File: src/rtl/ysyx_23060061_axil_pkg.sv
// Shared definitions for the AXI-Lite round-robin arbiter: response codes,
// channel FSM state encodings and the watchdog width.
package ysyx_23060061_axil_pkg;

    localparam logic [1:0] RESP_OKAY   = 2'b00;
    localparam logic [1:0] RESP_SLVERR = 2'b10;
    localparam logic [1:0] RESP_DECERR = 2'b11;

    localparam int WD_W = 16;

    typedef enum logic [2:0] {
        R_IDLE  = 3'd0,
        R_ADDR  = 3'd1,
        R_DATA  = 3'd2,
        R_ERR   = 3'd3,
        R_DRAIN = 3'd4
    } rd_state_e;

    typedef enum logic [2:0] {
        W_IDLE  = 3'd0,
        W_REQ   = 3'd1,
        W_RESP  = 3'd2,
        W_ERR   = 3'd3,
        W_DRAIN = 3'd4
    } wr_state_e;

    // Saturating watchdog increment.
    function automatic logic [WD_W-1:0] wd_step(input logic [WD_W-1:0] v);
        return (v == {WD_W{1'b1}}) ? v : v + 1'b1;
    endfunction

endpackage

File: src/rtl/ysyx_23060061_rr_picker.sv
// Combinational round-robin picker: selects the first requester at or after
// the pointer, wrapping, and reports it as one-hot and as an index.
module ysyx_23060061_rr_picker #(
    parameter int NUM_M = 2
) (
    input  logic [NUM_M-1:0]         req_i,
    input  logic [$clog2(NUM_M)-1:0] ptr_i,
    output logic [NUM_M-1:0]         gnt_o,
    output logic [$clog2(NUM_M)-1:0] idx_o
);
    localparam int IW = $clog2(NUM_M);

    int   cand;
    logic found;

    always_comb begin
        gnt_o = '0;
        idx_o = '0;
        found = 1'b0;
        cand  = 0;
        for (int i = 0; i < NUM_M; i++) begin
            cand = int'(ptr_i) + i;
            if (cand >= NUM_M) begin
                cand = cand - NUM_M;
            end
            if (!found && req_i[cand]) begin
                found       = 1'b1;
                gnt_o[cand] = 1'b1;
                idx_o       = cand[IW-1:0];
            end
        end
    end

endmodule

File: src/rtl/ysyx_23060061_axil_rr_arbiter.sv
// N-master to 1-slave AXI-Lite arbiter with independent round-robin read and
// write scheduling and a response watchdog that converts a hung slave into SLVERR.
module ysyx_23060061_axil_rr_arbiter
    import ysyx_23060061_axil_pkg::*;
#(
    parameter int NUM_M   = 2,
    parameter int TIMEOUT = 255
) (
    input  logic                 clk,
    input  logic                 rst,

    input  logic [NUM_M*32-1:0]  m_araddr,
    input  logic [NUM_M-1:0]     m_arvalid,
    output logic [NUM_M-1:0]     m_arready,
    output logic [31:0]          m_rdata,
    output logic [1:0]           m_rresp,
    output logic [NUM_M-1:0]     m_rvalid,
    input  logic [NUM_M-1:0]     m_rready,

    input  logic [NUM_M*32-1:0]  m_awaddr,
    input  logic [NUM_M-1:0]     m_awvalid,
    output logic [NUM_M-1:0]     m_awready,
    input  logic [NUM_M*32-1:0]  m_wdata,
    input  logic [NUM_M*4-1:0]   m_wstrb,
    input  logic [NUM_M-1:0]     m_wvalid,
    output logic [NUM_M-1:0]     m_wready,
    output logic [1:0]           m_bresp,
    output logic [NUM_M-1:0]     m_bvalid,
    input  logic [NUM_M-1:0]     m_bready,

    output logic [31:0]          s_araddr,
    output logic                 s_arvalid,
    input  logic                 s_arready,
    input  logic [31:0]          s_rdata,
    input  logic [1:0]           s_rresp,
    input  logic                 s_rvalid,
    output logic                 s_rready,

    output logic [31:0]          s_awaddr,
    output logic                 s_awvalid,
    input  logic                 s_awready,
    output logic [31:0]          s_wdata,
    output logic [3:0]           s_wstrb,
    output logic                 s_wvalid,
    input  logic                 s_wready,
    input  logic [1:0]           s_bresp,
    input  logic                 s_bvalid,
    output logic                 s_bready,

    output logic                 rd_busy,
    output logic                 wr_busy
);
    localparam int             IW       = $clog2(NUM_M);
    localparam logic [IW-1:0]  LAST_IDX = IW'(NUM_M - 1);
    localparam bit             WD_EN    = (TIMEOUT != 0);
    // The watchdog holds completed wait cycles, so it fires on its TIMEOUT-th cycle.
    localparam logic [WD_W-1:0] WD_LAST = (TIMEOUT == 0) ? '0 : WD_W'(TIMEOUT - 1);

    function automatic logic [IW-1:0] ptr_after(input logic [IW-1:0] g);
        return (g == LAST_IDX) ? '0 : g + 1'b1;
    endfunction

    rd_state_e       rd_state_q, rd_state_d;
    logic [IW-1:0]   rd_grant_q, rd_grant_d;
    logic [IW-1:0]   rd_ptr_q,   rd_ptr_d;
    logic [WD_W-1:0] rd_wd_q,    rd_wd_d;

    wr_state_e       wr_state_q, wr_state_d;
    logic [IW-1:0]   wr_grant_q, wr_grant_d;
    logic [IW-1:0]   wr_ptr_q,   wr_ptr_d;
    logic [WD_W-1:0] wr_wd_q,    wr_wd_d;
    logic            aw_done_q,  aw_done_d;
    logic            w_done_q,   w_done_d;

    logic [NUM_M-1:0] rd_pick_gnt, wr_pick_gnt;
    logic [IW-1:0]    rd_pick_idx, wr_pick_idx;

    ysyx_23060061_rr_picker #(.NUM_M(NUM_M)) u_rd_picker (
        .req_i (m_arvalid),
        .ptr_i (rd_ptr_q),
        .gnt_o (rd_pick_gnt),
        .idx_o (rd_pick_idx)
    );

    // Only AW requests write arbitration; a lone W beat waits for its address.
    ysyx_23060061_rr_picker #(.NUM_M(NUM_M)) u_wr_picker (
        .req_i (m_awvalid),
        .ptr_i (wr_ptr_q),
        .gnt_o (wr_pick_gnt),
        .idx_o (wr_pick_idx)
    );

    always_ff @(posedge clk or negedge rst) begin
        if (!rst) begin
            rd_state_q <= R_IDLE;
            rd_grant_q <= '0;
            rd_ptr_q   <= '0;
            rd_wd_q    <= '0;
        end else begin
            rd_state_q <= rd_state_d;
            rd_grant_q <= rd_grant_d;
            rd_ptr_q   <= rd_ptr_d;
            rd_wd_q    <= rd_wd_d;
        end
    end

    always_comb begin
        rd_state_d = rd_state_q;
        rd_grant_d = rd_grant_q;
        rd_ptr_d   = rd_ptr_q;
        rd_wd_d    = rd_wd_q;
        m_arready  = '0;
        m_rvalid   = '0;
        m_rdata    = '0;
        m_rresp    = RESP_OKAY;
        s_arvalid  = 1'b0;
        s_rready   = 1'b0;
        s_araddr   = m_araddr[32*int'(rd_grant_q) +: 32];

        case (rd_state_q)
            R_IDLE: begin
                if (|rd_pick_gnt) begin
                    rd_grant_d = rd_pick_idx;
                    rd_state_d = R_ADDR;
                end
            end
            R_ADDR: begin
                s_arvalid             = m_arvalid[rd_grant_q];
                m_arready[rd_grant_q] = s_arready;
                if (m_arvalid[rd_grant_q] && s_arready) begin
                    rd_state_d = R_DATA;
                    rd_wd_d    = '0;
                end
            end
            R_DATA: begin
                m_rvalid[rd_grant_q] = s_rvalid;
                s_rready             = m_rready[rd_grant_q];
                m_rdata              = s_rdata;
                m_rresp              = s_rresp;
                // A beat arriving on the expiry cycle still counts as the real response.
                if (s_rvalid && m_rready[rd_grant_q]) begin
                    rd_ptr_d   = ptr_after(rd_grant_q);
                    rd_state_d = R_IDLE;
                end else if (!s_rvalid && WD_EN && (rd_wd_q == WD_LAST)) begin
                    rd_state_d = R_ERR;
                end else begin
                    rd_wd_d = wd_step(rd_wd_q);
                end
            end
            R_ERR: begin
                m_rvalid[rd_grant_q] = 1'b1;
                m_rresp              = RESP_SLVERR;
                if (m_rready[rd_grant_q]) begin
                    rd_state_d = R_DRAIN;
                end
            end
            R_DRAIN: begin
                s_rready = 1'b1;
                if (s_rvalid) begin
                    rd_ptr_d   = ptr_after(rd_grant_q);
                    rd_state_d = R_IDLE;
                end
            end
            default: rd_state_d = R_IDLE;
        endcase
    end

    always_ff @(posedge clk or negedge rst) begin
        if (!rst) begin
            wr_state_q <= W_IDLE;
            wr_grant_q <= '0;
            wr_ptr_q   <= '0;
            wr_wd_q    <= '0;
            aw_done_q  <= 1'b0;
            w_done_q   <= 1'b0;
        end else begin
            wr_state_q <= wr_state_d;
            wr_grant_q <= wr_grant_d;
            wr_ptr_q   <= wr_ptr_d;
            wr_wd_q    <= wr_wd_d;
            aw_done_q  <= aw_done_d;
            w_done_q   <= w_done_d;
        end
    end

    always_comb begin
        wr_state_d = wr_state_q;
        wr_grant_d = wr_grant_q;
        wr_ptr_d   = wr_ptr_q;
        wr_wd_d    = wr_wd_q;
        aw_done_d  = aw_done_q;
        w_done_d   = w_done_q;
        m_awready  = '0;
        m_wready   = '0;
        m_bvalid   = '0;
        m_bresp    = RESP_OKAY;
        s_awvalid  = 1'b0;
        s_wvalid   = 1'b0;
        s_bready   = 1'b0;
        s_awaddr   = m_awaddr[32*int'(wr_grant_q) +: 32];
        s_wdata    = m_wdata[32*int'(wr_grant_q) +: 32];
        s_wstrb    = m_wstrb[4*int'(wr_grant_q) +: 4];

        case (wr_state_q)
            W_IDLE: begin
                if (|wr_pick_gnt) begin
                    wr_grant_d = wr_pick_idx;
                    aw_done_d  = 1'b0;
                    w_done_d   = 1'b0;
                    wr_state_d = W_REQ;
                end
            end
            W_REQ: begin
                // AW and W complete in either order; a finished channel is masked off.
                s_awvalid             = m_awvalid[wr_grant_q] & ~aw_done_q;
                m_awready[wr_grant_q] = s_awready & ~aw_done_q;
                s_wvalid              = m_wvalid[wr_grant_q] & ~w_done_q;
                m_wready[wr_grant_q]  = s_wready & ~w_done_q;
                aw_done_d             = aw_done_q | (s_awvalid & s_awready);
                w_done_d              = w_done_q | (s_wvalid & s_wready);
                if (aw_done_d && w_done_d) begin
                    wr_state_d = W_RESP;
                    wr_wd_d    = '0;
                end
            end
            W_RESP: begin
                m_bvalid[wr_grant_q] = s_bvalid;
                s_bready             = m_bready[wr_grant_q];
                m_bresp              = s_bresp;
                if (s_bvalid && m_bready[wr_grant_q]) begin
                    wr_ptr_d   = ptr_after(wr_grant_q);
                    wr_state_d = W_IDLE;
                end else if (!s_bvalid && WD_EN && (wr_wd_q == WD_LAST)) begin
                    wr_state_d = W_ERR;
                end else begin
                    wr_wd_d = wd_step(wr_wd_q);
                end
            end
            W_ERR: begin
                m_bvalid[wr_grant_q] = 1'b1;
                m_bresp              = RESP_SLVERR;
                if (m_bready[wr_grant_q]) begin
                    wr_state_d = W_DRAIN;
                end
            end
            W_DRAIN: begin
                s_bready = 1'b1;
                if (s_bvalid) begin
                    wr_ptr_d   = ptr_after(wr_grant_q);
                    wr_state_d = W_IDLE;
                end
            end
            default: wr_state_d = W_IDLE;
        endcase
    end

    assign rd_busy = (rd_state_q != R_IDLE);
    assign wr_busy = (wr_state_q != W_IDLE);

endmodule

File: config.mk
export PLATFORM = sky130hd
export DESIGN_NAME = ysyx_23060061_axil_rr_arbiter
export DESIGN_NICKNAME = d
export VERILOG_FILES = /design/src/rtl/ysyx_23060061_axil_pkg.sv /design/src/rtl/ysyx_23060061_rr_picker.sv /design/src/rtl/ysyx_23060061_axil_rr_arbiter.sv
export SDC_FILE = /design/constraint.sdc
export NUM_CORES = 1
export LEC_CHECK = 0
export CORE_AREA = 4 4 154 156
export CTS_CLUSTER_SIZE = 10
export DETAILED_ROUTE_END_ITERATION = 12
export DIE_AREA = 0 0 158 160
export GPL_TIMING_DRIVEN = 0
export PLACE_DENSITY_LB_ADDON = 0.05
export SETUP_SLACK_MARGIN = 0.02
export SLEW_MARGIN = 25
export SYNTH_ARGS = -nofsm -noshare
export SYNTH_HDL_FRONTEND = slang
export SYNTH_SLANG_ARGS = --single-unit
File: constraint.sdc
create_clock -name clk -period 3.8 [get_ports clk]
set_clock_uncertainty 0.05 [all_clocks]
set_input_delay 0.57 -clock clk [delete_from_list [all_inputs] [get_ports clk]]
set_output_delay 0.57 -clock clk [all_outputs]
set_load 0.05 [all_outputs]
# After elaboration in Yosys (flattened, before gate mapping)
# Cells that the tools add are included.
word_totals:
  output_inout_bits: 153
  inputBits: 253
  ff_bits: 44
  wordCells: 221
op_classes:
  eq_ne: 30
  addsub: 10
  n_reduce_logical: 38
  shift: 4
  magnitude_cmp: 16
  n_bitwise: 17
  mux: 96
op_table:
  columns: ["cell", "n"]
  rows:
  - ["variable part select 64 x 7 -> 32 bit", 3]
  - ["2-to-1 mux 32 bit", 5]
  - [">= comparator 32 x 1 -> 1 bit (second input constant)", 4]
  - ["< comparator 32 x 3 -> 1 bit (second input constant)", 4]
  - ["2-to-1 mux 16 bit", 8]
  - [">= comparator 32 x 3 -> 1 bit (second input constant)", 2]
  - ["case mux 16 bit (2 select lines)", 2]
  - ["subtractor 32 x 3 -> 32 bit (second input constant)", 2]
  - ["2-to-1 mux 1 bit", 44]
  - ["2-to-1 mux 3 bit", 12]
  - ["adder 16 x 1 -> 16 bit (second input constant)", 2]
  - ["== test 16 bit (second input constant)", 2]
  - ["== test 16 x 8 -> 1 bit (second input constant)", 2]
  - ["inequality test 2 bit (second input constant)", 16]
  - ["case mux 3 bit (5 select lines)", 2]
  - ["AND reduction 5 bit", 4]
  - ["case mux 2 bit (2 select lines)", 4]
  - ["logical AND 1 bit", 14]
  - ["2-to-1 mux 2 bit", 7]
  - ["== test 3 x 2 -> 1 bit (second input constant)", 4]
  - ["case mux 1 bit (2 select lines)", 6]
  - ["bitwise AND 2 bit", 5]
  - ["nonzero test 2 bit", 5]
  - ["variable part select 8 x 4 -> 4 bit", 1]
  - ["other kinds (20)", 51]

# Depth between registers and ports, before layout
# Gate-level depths: netlist of the first run.
logic_depth:
  depth_word: 12
  mapped_depth: 8
  ltp_nobuf: 7

# By module
# Synthesis of the first run repeated with hierarchy kept, for this count alone.
unflattened:
  cells_unflattened: 480
  hier_area_um2: 4266.6
by_module_without_submodules:
  columns: ["mod", "seq_area_each_um2", "n_inst", "area_each_um2", "cells_per_inst"]
  rows:
  - ["ysyx_23060061_axil_rr_arbiter", 1101.1, 1, 4206.5, 472]
  - ["ysyx_23060061_rr_picker", 0.0, 2, 30.0, 4]

# Least setup slack after synthesis of the first run
# No wires, ideal clock.
synth_path:
  path_type: "register to output"
  from: "register wr_grant_q"
  to: "output port m_bvalid[1]"
  setup_slack_ns: 1.361
  stages_incl_launch_ff: 6
  arrival_ns: 1.819
  path_buffers: 3
  required_ns: 3.180
  cell_sequence: "dfrtp_1 -> buf_2 -> clkbuf_1 -> clkbuf_1 -> inv_1 -> nor2_1"
synth_via:
  elab_chain_len: 6
  word_cells_on_any_way: 7
  classes_between: "order compare: 2; mux: 3; bitwise: 1; reduce/logical: 1"
synth_rtl:
  columns: ["element", "line_no", "source"]
  rows:
  - ["start: declaration", "ysyx_23060061_axil_rr_arbiter.sv:69", "logic [IW-1:0] wr_grant_q, wr_grant_d;"]
  - ["start signal: assignment", "ysyx_23060061_axil_rr_arbiter.sv:178", "wr_grant_q <= wr_grant_d;"]
  - ["< comparator 1 x 2 -> 1 bit (implied by the code) / >= comparator 1 bit (equally long branches)", "ysyx_23060061_axil_rr_arbiter.sv:227, ysyx_23060061_axil_rr_arbiter.sv:240", null]
  - ["logical AND 1 bit (implied by the code)", "ysyx_23060061_axil_rr_arbiter.sv:227, ysyx_23060061_axil_rr_arbiter.sv:240", null]
  - ["2-to-1 mux 1 bit (implied by the code)", "ysyx_23060061_axil_rr_arbiter.sv:227, ysyx_23060061_axil_rr_arbiter.sv:240", null]
  - ["demux 1 bit (select 1 bit) (*)", "ysyx_23060061_axil_rr_arbiter.sv:227, ysyx_23060061_axil_rr_arbiter.sv:240", null]
  - ["bitwise AND 2 bit (no line)", null, null]
  - ["case mux 2 bit (2 select lines) (*)", "ysyx_23060061_axil_rr_arbiter.sv:204", "case (wr_state_q)"]
  - ["end: declaration", "ysyx_23060061_axil_rr_arbiter.sv:28", "output logic [NUM_M-1:0] m_bvalid,"]
# Mark *: on every way between the ends. The rest lies on a longest branch, timed or not.

# Worst setup path in the final report of the first run
layout_path:
  from: "register rd_grant_q"
  to: "output port s_araddr[19]"
layout_via:
  elab_chain_len: 1
layout_rtl:
  columns: ["element", "line_no", "source"]
  rows:
  - ["start: declaration", "ysyx_23060061_axil_rr_arbiter.sv:64", "logic [IW-1:0] rd_grant_q, rd_grant_d;"]
  - ["start signal: assignment", "ysyx_23060061_axil_rr_arbiter.sv:101", "rd_grant_q <= rd_grant_d;"]
  - ["variable part select 64 x 7 -> 32 bit", "ysyx_23060061_axil_rr_arbiter.sv:118", "s_araddr = m_araddr[32*int'(rd_grant_q) +: 32];"]
  - ["end: declaration", "ysyx_23060061_axil_rr_arbiter.sv:31", "output logic [31:0] s_araddr,"]
# No other way between the ends.

==> results of run 1 <==
[state kept, by name (all words and copies together) (netlist names)]
register    cells
wr_wd_q        16
wr_state_q      3
rd_grant_q      1
rd_wd_q        16
rd_state_q      3
wr_ptr_q        1
wr_grant_q      1
w_done_q        1
aw_done_q       1
rd_ptr_q        1
[area by class of cell]
class | count | area (um^2) | share of cell area
Antenna cell | 1 | 2.502 | 0.0002800
Sequential cell | 44 | 1101 | 0.1232
Multi-Input combinational cell | 402 | 3024 | 0.3383
Inverter | 20 | 75.07 | 0.008399
Tap cell | 285 | 356.6 | 0.03989
Timing Repair Buffer | 405 | 4056 | 0.4538
Clock inverter | 3 | 46.29 | 0.005179
Buffer | 34 | 151.4 | 0.01694
Clock buffer | 5 | 125.1 | 0.01400
[per-stage QoR]
stage / instance area (um^2) / hold slack, ns / worst slack (ns)
5_1_grt: 8936 / 0.2872 / 0.02840
6_report: 8939 / 0.2350 / 0.2014
3_3_place_gp: 8762 / 0.4363 / 0.4504
3_5_place_dp: 8760 / 0.4465 / 0.4426
4_1_cts: 8931 / 0.2652 / 0.1229
2_1_floorplan: 4352 / 0.2244 / 1.361
[final timing paths]
| check | start | endpoint | slack [ns] | depth (start not counted) |
|---|---|---|---|---|
| min reg2reg | wr_wd_q[7] | wr_wd_q[7] | 0.45 | 1 |
| min | rst | wr_wd_q[9] | 0.23 | 1 |
| max | rd_grant_q | s_araddr[19] | 0.20 | 5 |
| min in group clk | wr_wd_q[7] | wr_wd_q[7] | 0.45 | 1 |
| max in group asynchronous | rst | rd_wd_q[8] | 3.05 | 1 |
| max reg2reg | rd_wd_q[1] | rd_wd_q[11] | 1.35 | 6 |
[cells in the final DEF, fill, tap and decap left out, types with 5 or more instances in the layout]
cell type        Yosys  final
inv_1               20     20
o211ai_1             6      6
a31oi_1             24     24
nand3_1             19     19
mux2_2             105    105
buf_2                7      7
and3_1              43     43
nor2_1              27     27
clkbuf_16            0      5
nor4_1               5      5
nor3_1              11     11
nand2_1             35     35
a21oi_1             12     12
clkdlybuf4s50_1      0    402
nand4_1             10     10
o21ai_0             18     18
clkbuf_1            23     23
and4_1               5      5
o221ai_1             5      5
dfrtp_1             44     44
[layer usage]
| metal | track usage | part of all wire | wire, um | vias up |
|---|---|---|---|---|
| li1 | - | - | - | 2713 |
| met1 | 0.2100 | 0.32 | 9481 | 2689 |
| met2 | 0.4416 | 0.56 | 16410 | 295 |
| met3 | 0.07805 | 0.10 | 3010 | 19 |
| met4 | 0.02831 | 0.011 | 309 | 6 |
| met5 | 0 | 0.0014 | 40 | - |
[logic make-up (layout without fill, tap and decap cells)]
family	after synthesis	in the layout	synth area share
AO/OA/AOI/OAI	99	99	0.1561
buffers and inverters	54	467	0.05204
other	0	1	0
adder cells (fa/ha/maj)	4	4	0.01150
XOR/XNOR	2	2	0.004026
flip-flops	44	44	0.2530
multiplexers	110	110	0.2861
AND/OR/NAND/NOR	187	187	0.2372
[power breakdown]
part,switching (mW),total [mW],internal [mW]
combinational,3.09,4.85,1.77
clock,0.201,0.514,0.313
sequential,0.136,0.733,0.597
==> summary.txt, run 1 <==
Run status
  – Status: completed

STA
  – Min Clock Period, post-route: 3.599 ns
  – Worst slew margin relative to its limit: 0.4943
  – Worst-Margin Slew: between 0.7 and 0.8 ns
  – RSZ-0062 raised after global routing: no
  – Setup tns final: 0 ns
  – Final Max Slew Viols: 0
  – Hold Vio Cnt, Final: 0
  – Setup Viol. Count Final: 0
  – Part of the cycle the worst path needs: 0.9470
  – Fmax: 277.9 MHz

Logic synthesis
  – Most frequently used cell type in the post-synthesis netlist: mux2_2
  – Cell type with the largest total area after synthesis: mux2_2
  – Most frequent cells after synthesis: 105 x mux2_2, 44 x dfrtp_1, 43 x and3_1, 35 x nand2_1, 27 x nor2_1
  – Cell types with the largest area share after synthesis: mux2_2 27%, dfrtp_1 25%, and3_1 6.2%
  – Count of flip-flops with a built-in enable after synthesis: 0
  – Synthesis warning total: 0
  – Number of different library cells in the post-synthesis netlist: slightly below 60
  – Synth Flop Type: dfrtp_1
  – Number of synthesized register bits: 44
  – Mapped Area: 4352 um^2
  – Asr flop ratio synth: 1.000
  – Number of nets in the synthesized netlist: 757
  – Number of cells produced by synthesis: 500
  – Post-synthesis sequential area ratio: 0.2530
  – Proportion of netlist area held by the largest area contributor: 0.2717
  – Synthesized area per cell: 8.703 um^2

Setup path
  – Critical Path Fanout Max: 10
  – CP peak stage delay: slightly above 0.7 ns
  – Setup crit end kind: primary output
  – Crit-path cells: clkbuf_1 -> clkbuf_1 -> buf_1 -> mux2_2 -> clkdlybuf4s50_1
  – Critical Path Slowest Stage Cell: clkdlybuf4s50_1
  – Dominant cell type by count on the critical path: clkbuf_1
  – Kind of cell adding the most delay to the critical path: buffers and inverters
  – CP Class: reg2out
  – Critical Path Start Type: flip-flop
  – Critical path data arrival time: 2.98 ns
  – Buffering stage count on the worst path with inverters included: 4
  – Worst path required time: 3.18 ns

Floorplan
  – Effective utilization at floorplan: 0.1946
  – Die width: 158 um
  – Die ar.: 25280 um^2
  – Top-level port count: roughly 400
  – Std cell rows: 55
  – Core area: 22370 um^2
  – Die H: between 150 and 200 um

Drt
  – Vias per Instance: ~4.8
  – Drt wl/cell: around 24 um
  – Total detailed-routing wirelength: 29.26 mm
  – Total via count after detailed routing: 5722
  – Number of iterations in the first detailed-routing pass: 4
  – Post-route ant nets: 0
  – First-iteration detailed-routing DRC count: between 200 and 300
  – Number of remaining DRC errors: 0

Power and ir drop
  – Pwr dens: about 680 nW/um^2
  – IR Drop Worst-Case VDD: 0.0003453 V
  – P_leak: 3.474 nW
  – Design Power: 6.101 mW

Clocking
  – Post-CTS Resized: 0
  – Clock-pin slew of the registers on the worst-case setup and hold paths: 0.07 ns
  – Worst-case clock buffer depth: 2
  – CTS HTree Levels: 2
  – Post-CTS repair timing setup buffer count: 0
  – Clock buffer count from CTS: 5
  – Clock tree from TritonCTS: done
  – Worst skew pair latency: 0.30 ns
  – Root buffer cell: clkbuf_16
  – Clock sink total: 44
  – Quantity of hold-fixing buffers added after cts: 0

Global route
  – Number of antenna violations at the first check in global routing: 3
  – Largest net degree at the start of global routing: 45
  – Via count of the first global-routing pass: around 6000
  – Combined global-route utilization of all metal layers: 0.2175
  – Remaining global-route overflow: 0
  – First-pass GRT wire length: 40.47 mm

Cells and area
  – Share of cells above drive strength 1: 0.1490
  – Cell Count, Final, Fillers Out: 1199
  – Fin nets: 1169
  – Layout overhead on the synthesized area: 105.4%
  – Number of inserted filler cells in the final layout: 2230
  – Final Core Density: 0.3997

Flow run
  – Number of violations of the max-capacitance limit: 0

Placement
  – Post-detailed-placement half-perimeter wirelength: 25.85 mm
  – Routability-driven placement congestion ratio: between 0.8 and 0.9
  – Post-Place Cells: around 1200
  – Number of port buffers: 405

Min path
  – Worst min-delay path category: in2async
Power figures use the tool's default switching activity.
==> inputs of run 2 (changes only) <==
--- a/config.mk
+++ b/config.mk
@@ -5,10 +5,12 @@
 export SDC_FILE = /design/constraint.sdc
 export NUM_CORES = 1
 export LEC_CHECK = 0
-export CORE_AREA = 4 4 154 156
+export CELL_PAD_IN_SITES_DETAIL_PLACEMENT = 2
+export CELL_PAD_IN_SITES_GLOBAL_PLACEMENT = 2
+export CORE_MARGIN = 4
+export CORE_UTILIZATION = 16
 export CTS_CLUSTER_SIZE = 10
 export DETAILED_ROUTE_END_ITERATION = 12
-export DIE_AREA = 0 0 158 160
 export GPL_TIMING_DRIVEN = 0
 export PLACE_DENSITY_LB_ADDON = 0.05
 export SETUP_SLACK_MARGIN = 0.02
==> run 2 against run 1 <==
  * Maximum frequency grew 2.0%
  * Sequential power grew 2%
  * Critical path type unchanged
  * Register-to-register slack lost 0.13 ns
  * Largest cell class unchanged
  * Wire length grew 14%
  * Critical path depth is the same
  * Cell count grew 5.1%
  * Clock power is essentially flat
  * Design area grew 0.77%
  * First-iteration DRC count shrank 41%
  * Via count grew 2.0%
  * Die area grew 18%
  * Sequential share of layout area shrank 0.094 points
==> summary.txt, run 2 (synthesis results as in run 1) <==
Clocking
  – Clock buffer count from CTS: 5 (unchanged)
  – Root buffer cell: clkbuf_16
  – Clock-pin slew of the registers on the worst-case setup and hold paths: 0.07 ns (about the same)
  – Clock sink total: 44 (unchanged)
  – Clock tree from TritonCTS: done
  – Worst-case clock buffer depth: 2 (unchanged)
  – Post-CTS repair timing setup buffer count: 0 (unchanged)
  – Quantity of hold-fixing buffers added after cts: 0 (unchanged)
  – Worst skew pair latency: 0.30 ns (about the same)
  – CTS HTree Levels: 2 (unchanged)

Global route
  – Via count of the first global-routing pass: 6700 (+12%)
  – Largest net degree at the start of global routing: 45 (unchanged)
  – Remaining global-route overflow: 0 (unchanged)
  – Combined global-route utilization of all metal layers: 0.2116 (-0.005946)
  – Number of antenna violations at the first check in global routing: 8 (+5)
  – First-pass GRT wire length: 47.07 mm (+16%)

Drt
  – Number of remaining DRC errors: 0 (unchanged)
  – Vias per Instance: 4.633 (-2.9%)
  – Drt wl/cell: 26.37 um (+8.1%)
  – Total detailed-routing wirelength: 33.22 mm (+14%)
  – Total via count after detailed routing: 5838 (+2.0%)
  – Post-route ant nets: 0 (unchanged)
  – First-iteration detailed-routing DRC count: 163 (-41%)
  – Number of iterations in the first detailed-routing pass: 4 (unchanged)

Power and ir drop
  – IR Drop Worst-Case VDD: 0.0002708 V (-22%)
  – Pwr dens: 684.8 nW/um^2 (+0.34%)
  – P_leak: 3.463 nW (-0.34%)

Cells and area
  – Layout overhead on the synthesized area: 107.0%
  – Share of cells above drive strength 1: 0.1491 (+0.0001633)
  – Final design area excluding fillers: 9007 um^2 (+0.77%)
  – Final Core Density: 0.3351 (-0.06452)
  – Cell Count, Final, Fillers Out: 1260 (+5.1%)
  – Fin nets: 1168 (-0.086%)
  – Largest registers: rd_wd_q x16, wr_wd_q x16
  – Leading cell type in the layout, fill and taps excluded: clkdlybuf4s50_1
  – Leading cell types in the layout, fill and taps excluded: 403 x clkdlybuf4s50_1, 105 x mux2_2, 44 x dfrtp_1

STA
  – Hold Vio Cnt, Final: 0 (unchanged)
  – Setup tns final: 0 ns (unchanged)
  – RSZ-0062 raised after global routing: no
  – Worst slew margin relative to its limit: 0.5461 (+0.05177)
  – Setup Viol. Count Final: 0 (unchanged)
  – Min Clock Period, post-route: 3.530 ns (-0.06885 ns)
  – Worst-Margin Slew: 0.6787 ns (-0.07854 ns)
  – Final Max Slew Viols: 0 (unchanged)
  – Fmax: 283.3 MHz (+2.0%)
  – Post-layout worst setup margin: 0.2702 ns (+0.06885 ns)
  – Part of the cycle the worst path needs: 0.9289 (-0.01812)

Placement
  – Area after detailed placement: 8830 um^2 (+0.80%)
  – Post-Place Cells: 1246 (+4.7%)
  – Post-detailed-placement half-perimeter wirelength: 29.16 mm (+13%)
  – Number of port buffers: 405 (unchanged)
  – Worst slack, placed: 0.3555 ns (-0.08714 ns)
  – Routability-driven placement congestion ratio: 0.8655 (-3.8%)

Min path
  – Worst min-delay path category: in2async

Setup path
  – Depth of the worst register-to-register path: 6 (unchanged)
  – Worst path required time: 3.18 ns (about the same)
  – Critical Path Start Type: flip-flop
  – CP Class: reg2out
  – Setup crit end kind: primary output
  – Critical Path Fanout Max: 10 (unchanged)
  – Critical path data arrival time: 2.91 ns (-0.07 ns)

Floorplan
  – Top-level port count: 406 (unchanged)
  – Core area: 26880 um^2 (+20%)
  – Die width: 172.9 um (+9.4%)
  – Die ar.: 29900 um^2 (+18%)
  – Std cell rows: 60 (+9.1%)
  – Die H: 172.9 um (+8.1%)
  – Effective utilization at floorplan: 0.1619 (-0.03266)

Run status
  – Status: completed

Flow run
  – Number of violations of the max-capacitance limit: 0 (unchanged)
-- run 2: metrics by stage --
stage	total power, mW	hold slack (ns)
6_report	6.169	0.2360
5_1_grt	6.483	0.2871
4_1_cts	6.250	0.2781
3_5_place_dp	5.703	0.4487
3_3_place_gp	5.633	0.4487
2_1_floorplan	3.850	0.2244
-- run 2: path summary, 6_finish.rpt --
path                             from           to  slack (ns)
setup / recovery           rd_grant_q  s_araddr[3]        0.27
hold / removal                    rst  wr_wd_q[12]        0.24
setup reg to reg           rd_wd_q[0]  rd_wd_q[11]        1.22
hold reg to reg            wr_wd_q[7]   wr_wd_q[7]        0.47
max in group asynchronous         rst   rd_wd_q[5]        3.02
min in group clk           wr_wd_q[7]   wr_wd_q[7]        0.47
-- run 2: power by group --
part	internal (mW)	total [mW]	switching, mW
Clock	0.310	0.517	0.207
Sequential	0.598	0.746	0.148
Combinational	1.77	4.91	3.14
Total	2.67	6.17	3.50
-- run 2: cell type report --
class                           count  area, um^2
Timing Repair Buffer              405        4050
Buffer                             33       148.9
Inverter                           20       75.07
Clock buffer                        6       128.9
Sequential cell                    44        1101
Tap cell                          341       426.7
Multi-Input combinational cell    402        3024
Clock inverter                      2       35.03
Antenna cell                        7       17.52
Fill cell                        3004       17870
-- run 2: worst max-delay path: stages, from the launching register on --
cell,delay (ns)
dfrtp_1,0.33
clkbuf_1,0.28
clkbuf_1,0.46
buf_1,0.44
mux2_2,0.39
clkdlybuf4s50_1,0.70
-- run 2: per-layer routing --
layer	GRT usage	wire length, um	vias up
met4	0.04490	597	10
met2	0.4020	17620	250
li1	-	-	2714
met5	0	56	-
met1	0.2161	11970	2835
met3	0.08898	2979	29
-- run 2: repair_timing --
action,4_1_cts,5_1_grt
endpoints found under the setup margin,1,14
resized for setup,1,1
endpoints found under the hold margin,0,0
cloned,0,0
